$ cat src/rtl/riscv_mem_arbiter.sv
// Arbiter sharing one single-ported memory between a hart's fetch (I) and load/store (D)
// requesters: D-priority with an I-starvation guard, one transaction in flight, response timeout.
module riscv_mem_arbiter #(
  parameter int XLEN         = 32,
  parameter int STARVE_LIMIT = 4,
  parameter int TIMEOUT      = 64
) (
  input  logic              clk,
  input  logic              rst_n,
  input  logic              i_req,
  input  logic [XLEN-1:0]   i_addr,
  output logic              i_gnt,
  output logic              i_rvalid,
  output logic [XLEN-1:0]   i_rdata,
  input  logic              d_req,
  input  logic              d_we,
  input  logic [XLEN-1:0]   d_addr,
  input  logic [XLEN-1:0]   d_wdata,
  input  logic [XLEN/8-1:0] d_be,
  output logic              d_gnt,
  output logic              d_rvalid,
  output logic [XLEN-1:0]   d_rdata,
  output logic              m_req,
  output logic              m_we,
  output logic [XLEN-1:0]   m_addr,
  output logic [XLEN-1:0]   m_wdata,
  output logic [XLEN/8-1:0] m_be,
  input  logic              m_gnt,
  input  logic              m_rvalid,
  input  logic [XLEN-1:0]   m_rdata,
  output logic              err
);

  localparam int SW = $clog2(STARVE_LIMIT + 1);
  localparam int TW = $clog2(TIMEOUT);
  localparam logic [SW-1:0] STREAK_MAX = SW'(STARVE_LIMIT);
  localparam logic [TW-1:0] TIMER_MAX  = TW'(TIMEOUT - 1);

  typedef enum logic [1:0] {S_IDLE, S_ISSUE, S_WAIT} state_e;

  state_e        state_q, state_d;
  logic          owner_q, owner_d;   // 1 = D owns the memory, 0 = I
  logic [SW-1:0] streak_q, streak_d;
  logic [TW-1:0] timer_q, timer_d;
  logic          err_q, err_d;

  logic any_req, pick_d, owner_req;

  assign any_req   = i_req | d_req;
  // D wins a tie unless it has already starved a waiting I for STARVE_LIMIT grants
  assign pick_d    = d_req & (~i_req | (streak_q != STREAK_MAX));
  assign owner_req = owner_q ? d_req : i_req;
  assign err       = err_q;

  always_comb begin
    state_d  = state_q;
    owner_d  = owner_q;
    streak_d = streak_q;
    timer_d  = timer_q;
    err_d    = err_q;
    m_req    = 1'b0;
    m_we     = 1'b0;
    m_addr   = '0;
    m_wdata  = '0;
    m_be     = '0;
    i_gnt    = 1'b0;
    d_gnt    = 1'b0;
    i_rvalid = 1'b0;
    d_rvalid = 1'b0;
    i_rdata  = '0;
    d_rdata  = '0;
    case (state_q)
      S_IDLE: begin
        if (m_rvalid) err_d = 1'b1;
        if (any_req) begin
          owner_d = pick_d;
          state_d = S_ISSUE;
        end
      end
      S_ISSUE: begin
        m_req = owner_req;
        if (owner_q) begin
          m_we    = d_we;
          m_addr  = d_addr;
          m_wdata = d_wdata;
          m_be    = d_be;
        end else begin
          m_addr  = i_addr;
          m_be    = '1;
        end
        if (m_rvalid) err_d = 1'b1;
        if (!owner_req) begin
          state_d = S_IDLE;
        end else if (m_gnt) begin
          i_gnt   = ~owner_q;
          d_gnt   = owner_q;
          state_d = S_WAIT;
          timer_d = '0;
          if (owner_q && i_req)
            streak_d = (streak_q == STREAK_MAX) ? streak_q : streak_q + SW'(1);
          else
            streak_d = '0;
        end
      end
      S_WAIT: begin
        timer_d = timer_q + TW'(1);
        if (m_rvalid) begin
          i_rvalid = ~owner_q;
          d_rvalid = owner_q;
          i_rdata  = owner_q ? '0 : m_rdata;
          d_rdata  = owner_q ? m_rdata : '0;
          if (any_req) begin
            owner_d = pick_d;
            state_d = S_ISSUE;
          end else begin
            state_d = S_IDLE;
          end
        end else if (timer_q == TIMER_MAX) begin
          // Abort: complete the owner's handshake with zero data and flag it
          i_rvalid = ~owner_q;
          d_rvalid = owner_q;
          err_d    = 1'b1;
          state_d  = S_IDLE;
        end
      end
      default: state_d = S_IDLE;
    endcase
  end

  always_ff @(posedge clk or negedge rst_n) begin
    if (!rst_n) begin
      state_q  <= S_IDLE;
      owner_q  <= 1'b0;
      streak_q <= '0;
      timer_q  <= '0;
      err_q    <= 1'b0;
    end else begin
      state_q  <= state_d;
      owner_q  <= owner_d;
      streak_q <= streak_d;
      timer_q  <= timer_d;
      err_q    <= err_d;
    end
  end

endmodule

$ cat config.mk
export PLATFORM = sky130hd
export DESIGN_NAME = riscv_mem_arbiter
export DESIGN_NICKNAME = d
export VERILOG_FILES = /design/src/rtl/riscv_mem_arbiter.sv
export SDC_FILE = /design/constraint.sdc
export NUM_CORES = 1
export LEC_CHECK = 0
export ABC_AREA = 1
export CORE_AREA = 2 2 107 109
export CTS_BUF_LIST = sky130_fd_sc_hd__clkbuf_8
export DETAILED_ROUTE_END_ITERATION = 8
export DIE_AREA = 0 0 109 111
export SLEW_MARGIN = 20
export SYNTH_ARGS = -nofsm -noshare
export SYNTH_HDL_FRONTEND = slang
export SYNTH_SLANG_ARGS = --single-unit
$ cat constraint.sdc
create_clock -name clk -period 1.75 [get_ports clk]
set_clock_uncertainty 0.1 [all_clocks]
set_input_delay 0.4375 -clock clk [delete_from_list [all_inputs] [get_ports clk]]
set_output_delay 0.4375 -clock clk [all_outputs]
set_load 0.03 [all_outputs]
### Yosys cells after proc, flatten, opt, wreduce, memory -nomap -nowiden

Index checks and enable logic that the tools add are counted.

* bits in registers: 13
* input port bits: 139
* word-level logic and storage cells: 85

* equal/unequal tests: 15
* reductions and logical operators: 11
* add/subtract/negate cells: 2
* mux-type cells: 47
* bitwise logic cells: 5

Operators with widths (number)
* 32-bit two-way mux: 10
* 1-bit two-way mux: 22
* 2-bit != test (second input constant): 7
* 6-bit two-way mux: 2
* 6-bit case mux with 2 select lines: 1
* 2-bit two-way mux: 5
* 3-bit != test (second input constant): 3
* 4-bit two-way mux: 2
* 4-bit AND reduction: 2
* 6-bit by 1-bit adder with 6-bit output (second input constant): 1
* 6-bit == test (second input constant): 1
* 3-bit two-way mux: 2
* 2-bit case mux with 3 select lines: 1
* 3-bit AND reduction: 2
* 2-bit nonzero test: 3
* 1-bit case mux with 2 select lines: 2
* 3-bit by 1-bit adder with 3-bit output (second input constant): 1
* 3-bit == test (second input constant): 1
* 2-bit by 1-bit == test with 1-bit output (second input constant): 1
* 2-bit == test (second input constant): 1
* 2-bit zero test: 1
* 2-bit by 1-bit != test with 1-bit output (second input constant): 1
* 1-bit NOT: 2
* 1-bit bitwise OR: 2
* other kinds (4): 4

### Depth between registers and ports, before layout

Gate-level depths: netlist of the first run.

* word-level depth: 6
* depth in mapped cells: 8
* depth with buffers taken out: 8

### Worst setup path after synthesis of the first run

No wires, ideal clock.

* path kind: reg-to-output
* start point: register state_q[0]
* end point: output i_rdata[13]
* arrival: 1.493 ns
* required time: 1.212 ns
* stages on the path, launching flop included: 7
* slack: -0.280 ns
* buffers on the path: 1
* cell sequence: dfrtp_1 inv_2 nand2_4 inv_2 nand2_2 buf_2 nor3_1

* longest elaborated chain between the ends: 2

RTL lines
* start, declared: RTL line 41 `state_e state_q, state_d;`
* start signal, assigned: RTL line 138 `state_q <= state_d;`
* 2-bit == test: RTL line 72 `case (state_q)`
* 32-bit two-way mux: RTL line 72
* end, declared: RTL line 14 `output logic [XLEN-1:0] i_rdata,`

Every way passes these cells.

### Worst setup path after layout of the first run

* start point: register state_q[1]
* end point: output m_wdata[15]

* longest elaborated chain between the ends: 2

RTL lines
* 2-bit by 1-bit == test with 1-bit output: RTL line 72
* 32-bit two-way mux: RTL line 72
* end, declared: RTL line 26 `output logic [XLEN-1:0] m_wdata,`

Every way passes these cells.

==> out/results.ini, run 1 <==
[floorplan]
initial_core_util_pct=18.8
core-area_um2=11100
die_h_um=111
die_w_um=109
num_io_pins=278
die-area_um2=12100
num_rows=39

[synth]
synth_cells=413
synthArstFlopShare_pct=100
synth_warnings=0
synth_most_common_cell=nand2_1
synth_ff_type=dfrtp_1
synth_cell_types=20
yosysSeqAreaShare_pct=15.7
synth.area.top_cells=nand2_1, dfrtp_1, nor3_1
synth_top_area_cell=nand2_1
yosys-top-cells-count=nand2_1, nor3_1, nor2_1
synth_edf_count=0
ys_seq_elements=13
synth_fp_nets=555
avgSynthCellArea_um2=5.03
synth_area_um2=2080
synth_top_area_share_pct=24.2

[global_routing]
grtUsageTotal_pct=21.9
grt_first_pass_wirelength_mm=20.8
grt_max_degree=33
antenna_found_initial=3
overflow=0
grt_pass1_vias=3886

[route]
ant_nets=0
vias=3977
dr.max_layer_used=met5
drt-total-wl_mm=14.9
met3_length_mm=1.45
vias_per_cell=4.55
drc=0
drt-pass1-iter-count=4
wl_met2_mm=7.80
wl_met1_mm=5.27
drt-wirelength-per-cell_um=17.1
drt_iter0_markers=184

[setup_path]
cp-end-kind=primary output
rrSetupSlack_ns=0.05
cp.required_ns=1.21
worst-path-max-fanout=10
crit_chain=inv_2 > nand2_4 > buf_12 > buf_12 > nor2_2 > buf_4
worstPathArrival_ns=1.48
r2r_start=state_q[1]$_DFFE_PN0P_
critPathKind=reg2out
start_kind=register
cpPeakStageDelay_ns=0.42
critPathSlowestCell=dfrtp_1
crit_start=state_q[1]$_DFFE_PN0P_
r2r_cells=10
crit_top_cell=buf_12
worst_r2r_endpoint=streak_q[2]$_DFFE_PN0P_

[clock_network]
cts_hold_buf=0
htree_num_levels=1
clock_sinks=13
cts_buffer_depth=2
path_clk_slew_ns=0.06
tritoncts=built
cts-root-buf=clkbuf_8
cts_buffers=3
clock_latency_ns=0.24

[sta]
slew_headroom_pct=79.0
rsz0062_at_grt=yes
holdWs_ns=0.395
fin_crit_sh_pct=115
setup_ws_ns=-0.268
setup_violations=138
fmax_mhz=496
tightest_slew_ns=0.312
timing.setup.tns_ns=-27.97
layout_min_cycle_time_ns=2.02
finalHoldViolCount=0
slew_viol_final=0

[pwr]
p_leak_nw=3.21
combinationalPowerShare_pct=91.4
swShare_pct=51.6
power_frac_seq_pct=5.6
p_sw_mw=4.52
ir_drop_v=0.000711
power_frac_clock_pct=3.0
design_power_total_mw=8.77
power_density_nw_per_um2=1250
p_int_mw=4.25

[place]
dp_hpwl_mm=10.2
place_congestion=0.851
place_area_um2=5630
dp_cells=840
pre_cts_slack_ns=-0.571
portBuffers=277

[job]
cap_violations=0

[layout]
fin_nets=873
layout.cells.non_filler=874
utilization_pct=63.3
final_area_um2=7010
drive_above_1_share_pct=51.2
syn2layout_area_growth_pct=237

[min_path]
hold_path_class=in2async

[outcome]
violations=negative setup slack
status=complete, but fails checks

critical path, delay by kind of cell, from the launching register on:
| family | cells | cell delay, ns |
|---|---|---|
| buf+inv | 4 | 0.59 |
| simple gates | 2 | 0.22 |
| flops | 1 | 0.42 |
worst max-delay path by stage:
stage,endpoint,slack [ns],depth (start not counted)
finish,m_wdata[15],-0.27,6
global route,i_rdata[13],-0.35,7
detailed placement,d_rdata[13],-0.57,5
floorplan,d_rdata[0],-0.18,4
CTS,d_rvalid,-0.26,6
global placement,d_rdata[13],-0.52,5
power by group through the flow:
stage	clock (mW)	sequential, mW	combinational (mW)
global placement	0	0.467	6.14
global route	0.283	0.504	8.41
finish	0.262	0.489	8.01
detailed placement	0	0.469	6.17
CTS	0.268	0.477	7.35
floorplan	0	0.456	3.34
cells in the final DEF (no fill, tap or decap), drive strengths merged:
| cell | n |
|---|---|
| clkdlybuf4s15 | 1 |
| bufbuf | 2 |
| nand3 | 16 |
| a21oi | 34 |
| nor3 | 65 |
| dlygate4sd2 | 3 |
| o21ai | 3 |
| clkbuf | 10 |
| o21bai | 1 |
| nand2 | 137 |
| diode | 1 |
| ha | 3 |
| nand3b | 1 |
| inv | 51 |
| clkinv | 1 |
| clkdlybuf4s50 | 134 |
| dfrtp | 13 |
| nor2 | 57 |
| or2 | 1 |
| dlymetal6s2s | 1 |
| buf | 196 |
repair_timing:
item | in CTS | in global routing
setup buffers | 12 | 3
cloned | 6 | 8
setup endpoints to repair | 139 | 139
resized for setup | 129 | 75
pin swaps | 16 | 17
sequential cells by signal (all words and copies together) (netlist names):
signal / count
streak_q: 3
state_q: 2
timer_q: 6
owner_q: 1
err: 1
routing by layer:
layer  vias up  track usage (%)
met5         -                0
met3        27             6.35
met4         4             5.64
li1       1936                -
met1      1816             23.9
met2       194             40.5
layout make-up:
type / instances / area [um2]
Sequential cell: 13 / 327
Multi-Input combinational cell: 318 / 2370
Tap cell: 143 / 179
Inverter: 51 / 199
Clock buffer: 3 / 41.3
Antenna cell: 1 / 2.50
Clock inverter: 1 / 3.75
Timing Repair Buffer: 344 / 3890
Fill cell: 953 / 4070
cells by family (layout without fill, tap and decap cells):
kind of cell,count (synthesis),count (layout),share of synthesized area [%]
fa+ha+maj,3,3,1.81
simple gates,277,277,55.8
other cells,0,1,0
buf+inv,82,399,17.4
flops,13,13,15.7
compound gates,38,38,9.28
(Power assumes the default switching activity.)
==> run 2, diff against run 1 <==
--- a/config.mk
+++ b/config.mk
@@ -6,10 +6,11 @@
 export NUM_CORES = 1
 export LEC_CHECK = 0
 export ABC_AREA = 1
-export CORE_AREA = 2 2 107 109
+export CORE_AREA = 2 2 106 108
 export CTS_BUF_LIST = sky130_fd_sc_hd__clkbuf_8
 export DETAILED_ROUTE_END_ITERATION = 8
-export DIE_AREA = 0 0 109 111
+export DIE_AREA = 0 0 108 110
+export PLACE_DENSITY = 0.66
 export SLEW_MARGIN = 20
 export SYNTH_ARGS = -nofsm -noshare
 export SYNTH_HDL_FRONTEND = slang
==> constraint.sdc (replaced) <==
create_clock -name clk -period 2.55 [get_ports clk]
set_clock_uncertainty 0.1 [all_clocks]
set_input_delay 0.6375 -clock clk [delete_from_list [all_inputs] [get_ports clk]]
set_output_delay 0.6375 -clock clk [all_outputs]
set_load 0.03 [all_outputs]
==> run 2 against run 1 <==
The flow now finishes without violations. Register-to-register slack improved by 0.90 ns. Via count fell by 10%. Final area fell by 29%. Combinational power fell by 57%. Sequential power fell by 32%. Core utilization fell by 17 points. Die area fell by 1.8%. Hold slack got worse by 0.025 ns. Global-route usage fell by 4.6 points. Sequential cell count did not move. Critical path type is now in2out. Critical endpoint is now d_gnt. Highest routed layer is now met4.
==> out/results.ini, run 2 (synthesized netlist as in run 1, its figures left out) <==
[outcome]
status=finished clean

[clock_network]
clock_latency_ns=0.24
path_clk_slew_ns=0.05
post_cts_buffers=0
cts_hold_buf=0
clock_sinks=13
cts_buffers=3
cts_buffer_depth=2
tritoncts=built
cts-root-buf=clkbuf_8
htree_num_levels=1

[global_routing]
use_met2_pct=33.0
grtUsageTotal_pct=17.3
grt-busiest-layer=met2
grt_pass1_vias=3292
grt_max_degree=69
overflow=0
grt_util_met3_pct=4.00
use_met1_pct=20.4
antenna_found_initial=0
grt_first_pass_wirelength_mm=16.8

[sta]
fmax_mhz=405
holdWs_ns=0.370
setup_violations=0
rsz0062_at_grt=no
tightest_slew_ns=0.577
finalHoldViolCount=0
setup_ws_ns=0.0834
slew_headroom_pct=61.4
layout_min_cycle_time_ns=2.47
slew_viol_final=0
fin_crit_sh_pct=96.7

[pwr]
power_frac_seq_pct=8.5
power_density_nw_per_um2=790
p_leak_nw=2.43
p_int_mw=1.67
swShare_pct=57.5
p_sw_mw=2.26
ir_drop_v=0.000387
power_frac_clock_pct=4.5
combinationalPowerShare_pct=87.1

[route]
vias_per_cell=4.37
drt-pass1-iter-count=4
drc=0
drt-total-wl_mm=11.6
vias=3570
ant_nets=0
drt_iter0_markers=311
drt-wirelength-per-cell_um=14.2

[setup_path]
worst-path-max-fanout=2
cp-end-kind=primary output
worstPathArrival_ns=1.73
r2r_cells=7
critPathSlowestCell=clkdlybuf4s50_1
critPathKind=in2out
cp.required_ns=1.81
crit_top_cell=inv_1
start_kind=input port
cpPeakStageDelay_ns=0.50
crit_chain=clkdlybuf4s50_1 > inv_1 > nor2_1 > inv_1 > nor2_4 > buf_12

[layout]
utilization_pct=46.6
layout.cells.non_filler=817
reg_top3=timer_q: 6 flops, streak_q: 3 flops, state_q: 2 flops
fin_nets=820
antenna_cells=0
largest_reg_flops=6
regMostFlops=timer_q
drive_above_1_share_pct=25.0
mostFrequentLayoutCell=clkdlybuf4s50_1
final_cell_mix=clkdlybuf4s50_1, nand2_1, buf_4
syn2layout_area_growth_pct=140

[floorplan]
core-area_um2=10700
num_rows=38
num_io_pins=278
initial_core_util_pct=19.4
die_w_um=108
die_h_um=110
die-area_um2=11900

[min_path]
min_path_cells=1
hold_path_class=reg2reg

[place]
portBuffers=277
dp_cells=813
dp_hpwl_mm=9.27
pre_cts_slack_ns=-0.252
place_congestion=0.892

[job]
cap_violations=0

-- run 2: worst paths after layout --
kind	slack, ns	start	to
worst max-delay path	0.08	m_gnt	d_gnt
worst min-delay path	0.37	err$_DFFE_PN0P_	err$_DFFE_PN0P_
worst max register to register	0.95	owner_q$_DFFE_PN0P_	timer_q[0]$_DFFE_PN0P_
worst min register to register	0.37	err$_DFFE_PN0P_	err$_DFFE_PN0P_
max in group asynchronous	1.27	rst_n	owner_q$_DFFE_PN0P_
min in group asynchronous	0.67	rst_n	timer_q[0]$_DFFE_PN0P_
-- run 2: per-layer routing --
| layer | vias up | wire (um) |
|---|---|---|
| met2 | 155 | 5870 |
| met4 | 0 | 141 |
| met5 | - | 0 |
| li1 | 1812 | - |
| met3 | 12 | 967 |
| met1 | 1591 | 4650 |
-- run 2: stage by stage --
stage | power [mW] | setup TNS, ns | area (um2)
after floorplan | 2.32 | 0 | 2080
after global placement | 3.74 | -5.18 | 4920
after detailed placement | 3.76 | -7.31 | 4920
after CTS | 3.96 | 0 | 4960
after global routing | 4.21 | 0 | 4980
final | 3.94 | 0 | 4980
-- run 2: repair_timing --
| item | 4_1_cts | 5_1_grt |
|---|---|---|
| resized for setup | 2 | 7 |
| hold endpoints to repair | 0 | 0 |
| endpoints found under the setup margin | 66 | 21 |
-- run 2: final cells by class --
class	instances	area, um2
clock inverter	1	3.75
sequential	13	327
fill	1074	5720
multi-input combinational	318	1420
timing repair buffer	291	2830
inverter	51	191
clock buffer	3	41.3
tap	140	175
-- run 2: worst max-delay path: cells and delay by family --
family | cells | cell delay, ns
and+or+nand+nor | 2 | 0.27
buffers and inverters | 4 | 0.82
-- run 2: power groups by stage --
stage                     registers (mW)  clock network (mW)  logic [mW]
after floorplan                    0.313                   0        2.00
after global placement             0.333                   0        3.41
after detailed placement           0.336                   0        3.43
after CTS                          0.333               0.182        3.44
after global routing               0.344               0.193        3.67
final                              0.333               0.175        3.43
==> run 3, diff against run 2 <==
--- a/config.mk
+++ b/config.mk
@@ -6,11 +6,11 @@
 export NUM_CORES = 1
 export LEC_CHECK = 0
 export ABC_AREA = 1
-export CORE_AREA = 2 2 106 108
-export CTS_BUF_LIST = sky130_fd_sc_hd__clkbuf_8
+export CORE_AREA = 10 10 100 102
+export CTS_BUF_LIST = sky130_fd_sc_hd__clkbuf_4
 export DETAILED_ROUTE_END_ITERATION = 8
-export DIE_AREA = 0 0 108 110
-export PLACE_DENSITY = 0.66
+export DIE_AREA = 0 0 110 112
+export PLACE_DENSITY = 0.84
 export SLEW_MARGIN = 20
 export SYNTH_ARGS = -nofsm -noshare
 export SYNTH_HDL_FRONTEND = slang
==> run 3 against run 2 <==
Cell count fell by 3.9%. Via count rose by 2.7%. Sequential cell count unchanged. Register-to-register slack worse by 0.17 ns. Largest power group unchanged. Non-clock buffer count increased by 3. Routed wire length up 20%. Global-route usage up 3.9 points. Final area is 4.2% higher. Highest routed layer is now met5. Hold slack improved by 0.026 ns. Critical endpoint is now i_rdata[20].
==> out/results.ini, run 3 (synthesized netlist as in run 1, its figures left out) <==
[clock_network]
post_cts_buffers=0
tritoncts=built
htree_num_levels=1
path_clk_slew_ns=0.08
cts_buffers=3
cts_buffer_depth=2
clock_sinks=13
clock_latency_ns=0.29
cts_hold_buf=0
cts_resized=19
cts-root-buf=clkbuf_4

[outcome]
status=finished clean

[sta]
holdWs_ns=0.396
tightest_slew_ns=0.590
layout_min_cycle_time_ns=2.44
slew_headroom_pct=60.5
rsz0062_at_grt=no
slew_viol_final=0
timing.setup.tns_ns=0
fin_crit_sh_pct=95.8
setup_ws_ns=0.108
finalHoldViolCount=0
setup_violations=0
fmax_mhz=410

[route]
drt_iter0_markers=259
drc=0
drt-pass1-iter-count=5
vias_per_cell=4.67
vias=3665
drt-total-wl_mm=14.0
ant_nets=0
drt-wirelength-per-cell_um=17.8

[global_routing]
grt_first_pass_wirelength_mm=21.2
grt_pass1_vias=3758
overflow=0
antenna_found_initial=1
grtUsageTotal_pct=21.3
grt_max_degree=72

[setup_path]
worstPathArrival_ns=1.70
cp.required_ns=1.81
r2r_cells=8
start_kind=register
r2r_start=state_q[1]$_DFFE_PN0P_
cp-end-kind=primary output
worst_r2r_endpoint=timer_q[0]$_DFFE_PN0P_
rrSetupSlack_ns=0.78
crit_start=state_q[0]$_DFFE_PN0P_
worst-path-max-fanout=24
critPathKind=reg2out
cp-endpoint=i_rdata[20]

[min_path]
hold_path_class=reg2reg

[layout]
seqCellArea_um2=327
mostFrequentLayoutCell=clkdlybuf4s50_1
fin_nets=823
antenna_cells=0
syn2layout_area_growth_pct=150
final_cell_mix=clkdlybuf4s50_1, nand2_1, buf_4
largest_reg_flops=6
regMostFlops=timer_q
utilization_pct=64.5
fillCellCount=670
multi_input_area_um2=1500
reg_top3=timer_q: 6 flops, streak_q: 3 flops, state_q: 2 flops
drive_above_1_share_pct=27.4

[pwr]
p_leak_nw=2.50
ir_drop_v=0.000451
design_power_total_mw=4.15
power_density_nw_per_um2=800

[place]
dp_hpwl_mm=11.4
pre_cts_slack_ns=-0.152
portBuffers=277
place_congestion=0.889

[floorplan]
initial_core_util_pct=25.8
die_h_um=112
num_rows=33
num_io_pins=278
core-area_um2=8050
die_w_um=110
die-area_um2=12300

[job]
cap_violations=0

==> run 3: cell count changes in the layout (fill, tap and decap cells not counted), sizes merged <==
cell         change
inv              -1
dlygate4sd2      +1
buf              +3
==> run 3: how the worst min path moves through the flow <==
stage	start	to	slack, ns	depth (start not counted)
after floorplan	rst_n	err$_DFFE_PN0P_	0.24	0
after global placement	err$_DFFE_PN0P_	err$_DFFE_PN0P_	0.36	1
after detailed placement	err$_DFFE_PN0P_	err$_DFFE_PN0P_	0.36	1
after CTS	err$_DFFE_PN0P_	err$_DFFE_PN0P_	0.39	1
after global routing	err$_DFFE_PN0P_	err$_DFFE_PN0P_	0.42	1
final	err$_DFFE_PN0P_	err$_DFFE_PN0P_	0.40	1
==> run 3: per-layer routing <==
metal	track usage (%)	wire, um	vias to the layer above
li1	-	-	1818
met4	4.51	248	2
met3	6.98	1540	23
met5	0	7	-
met1	23.5	5160	1612
met2	38.0	7020	210
==> run 3: per-stage QoR <==
stage          cells  instance area (um2)
2_1_floorplan    413                 2080
3_3_place_gp     781                 5040
3_5_place_dp     781                 5040
4_1_cts          785                 5160
5_1_grt          785                 5190
6_report         785                 5190
==> run 3: report_power, final <==
part	internal, mW	switching, mW	total [mW]
registers	0.266	0.0738	0.340
clock network	0.0716	0.0711	0.143
logic	1.47	2.20	3.67
total	1.81	2.35	4.15
==> run 3: area by class of cell <==
cell class,count,share of cell area (%)
Multi-Input combinational cell,318,28.8
Inverter,51,3.78
Sequential cell,13,6.29
Clock buffer,4,0.578
Tap cell,105,2.53
Timing Repair Buffer,294,58.0
==> run 3: critical path, stage by stage (launching register included) <==
cell and delay [ns]:
dfrtp_1 0.42, inv_2 0.11, nand2_8 0.12, inv_6 0.12, nand2_2 0.08, buf_6 0.20, nor3_1 0.17, buf_4 0.19
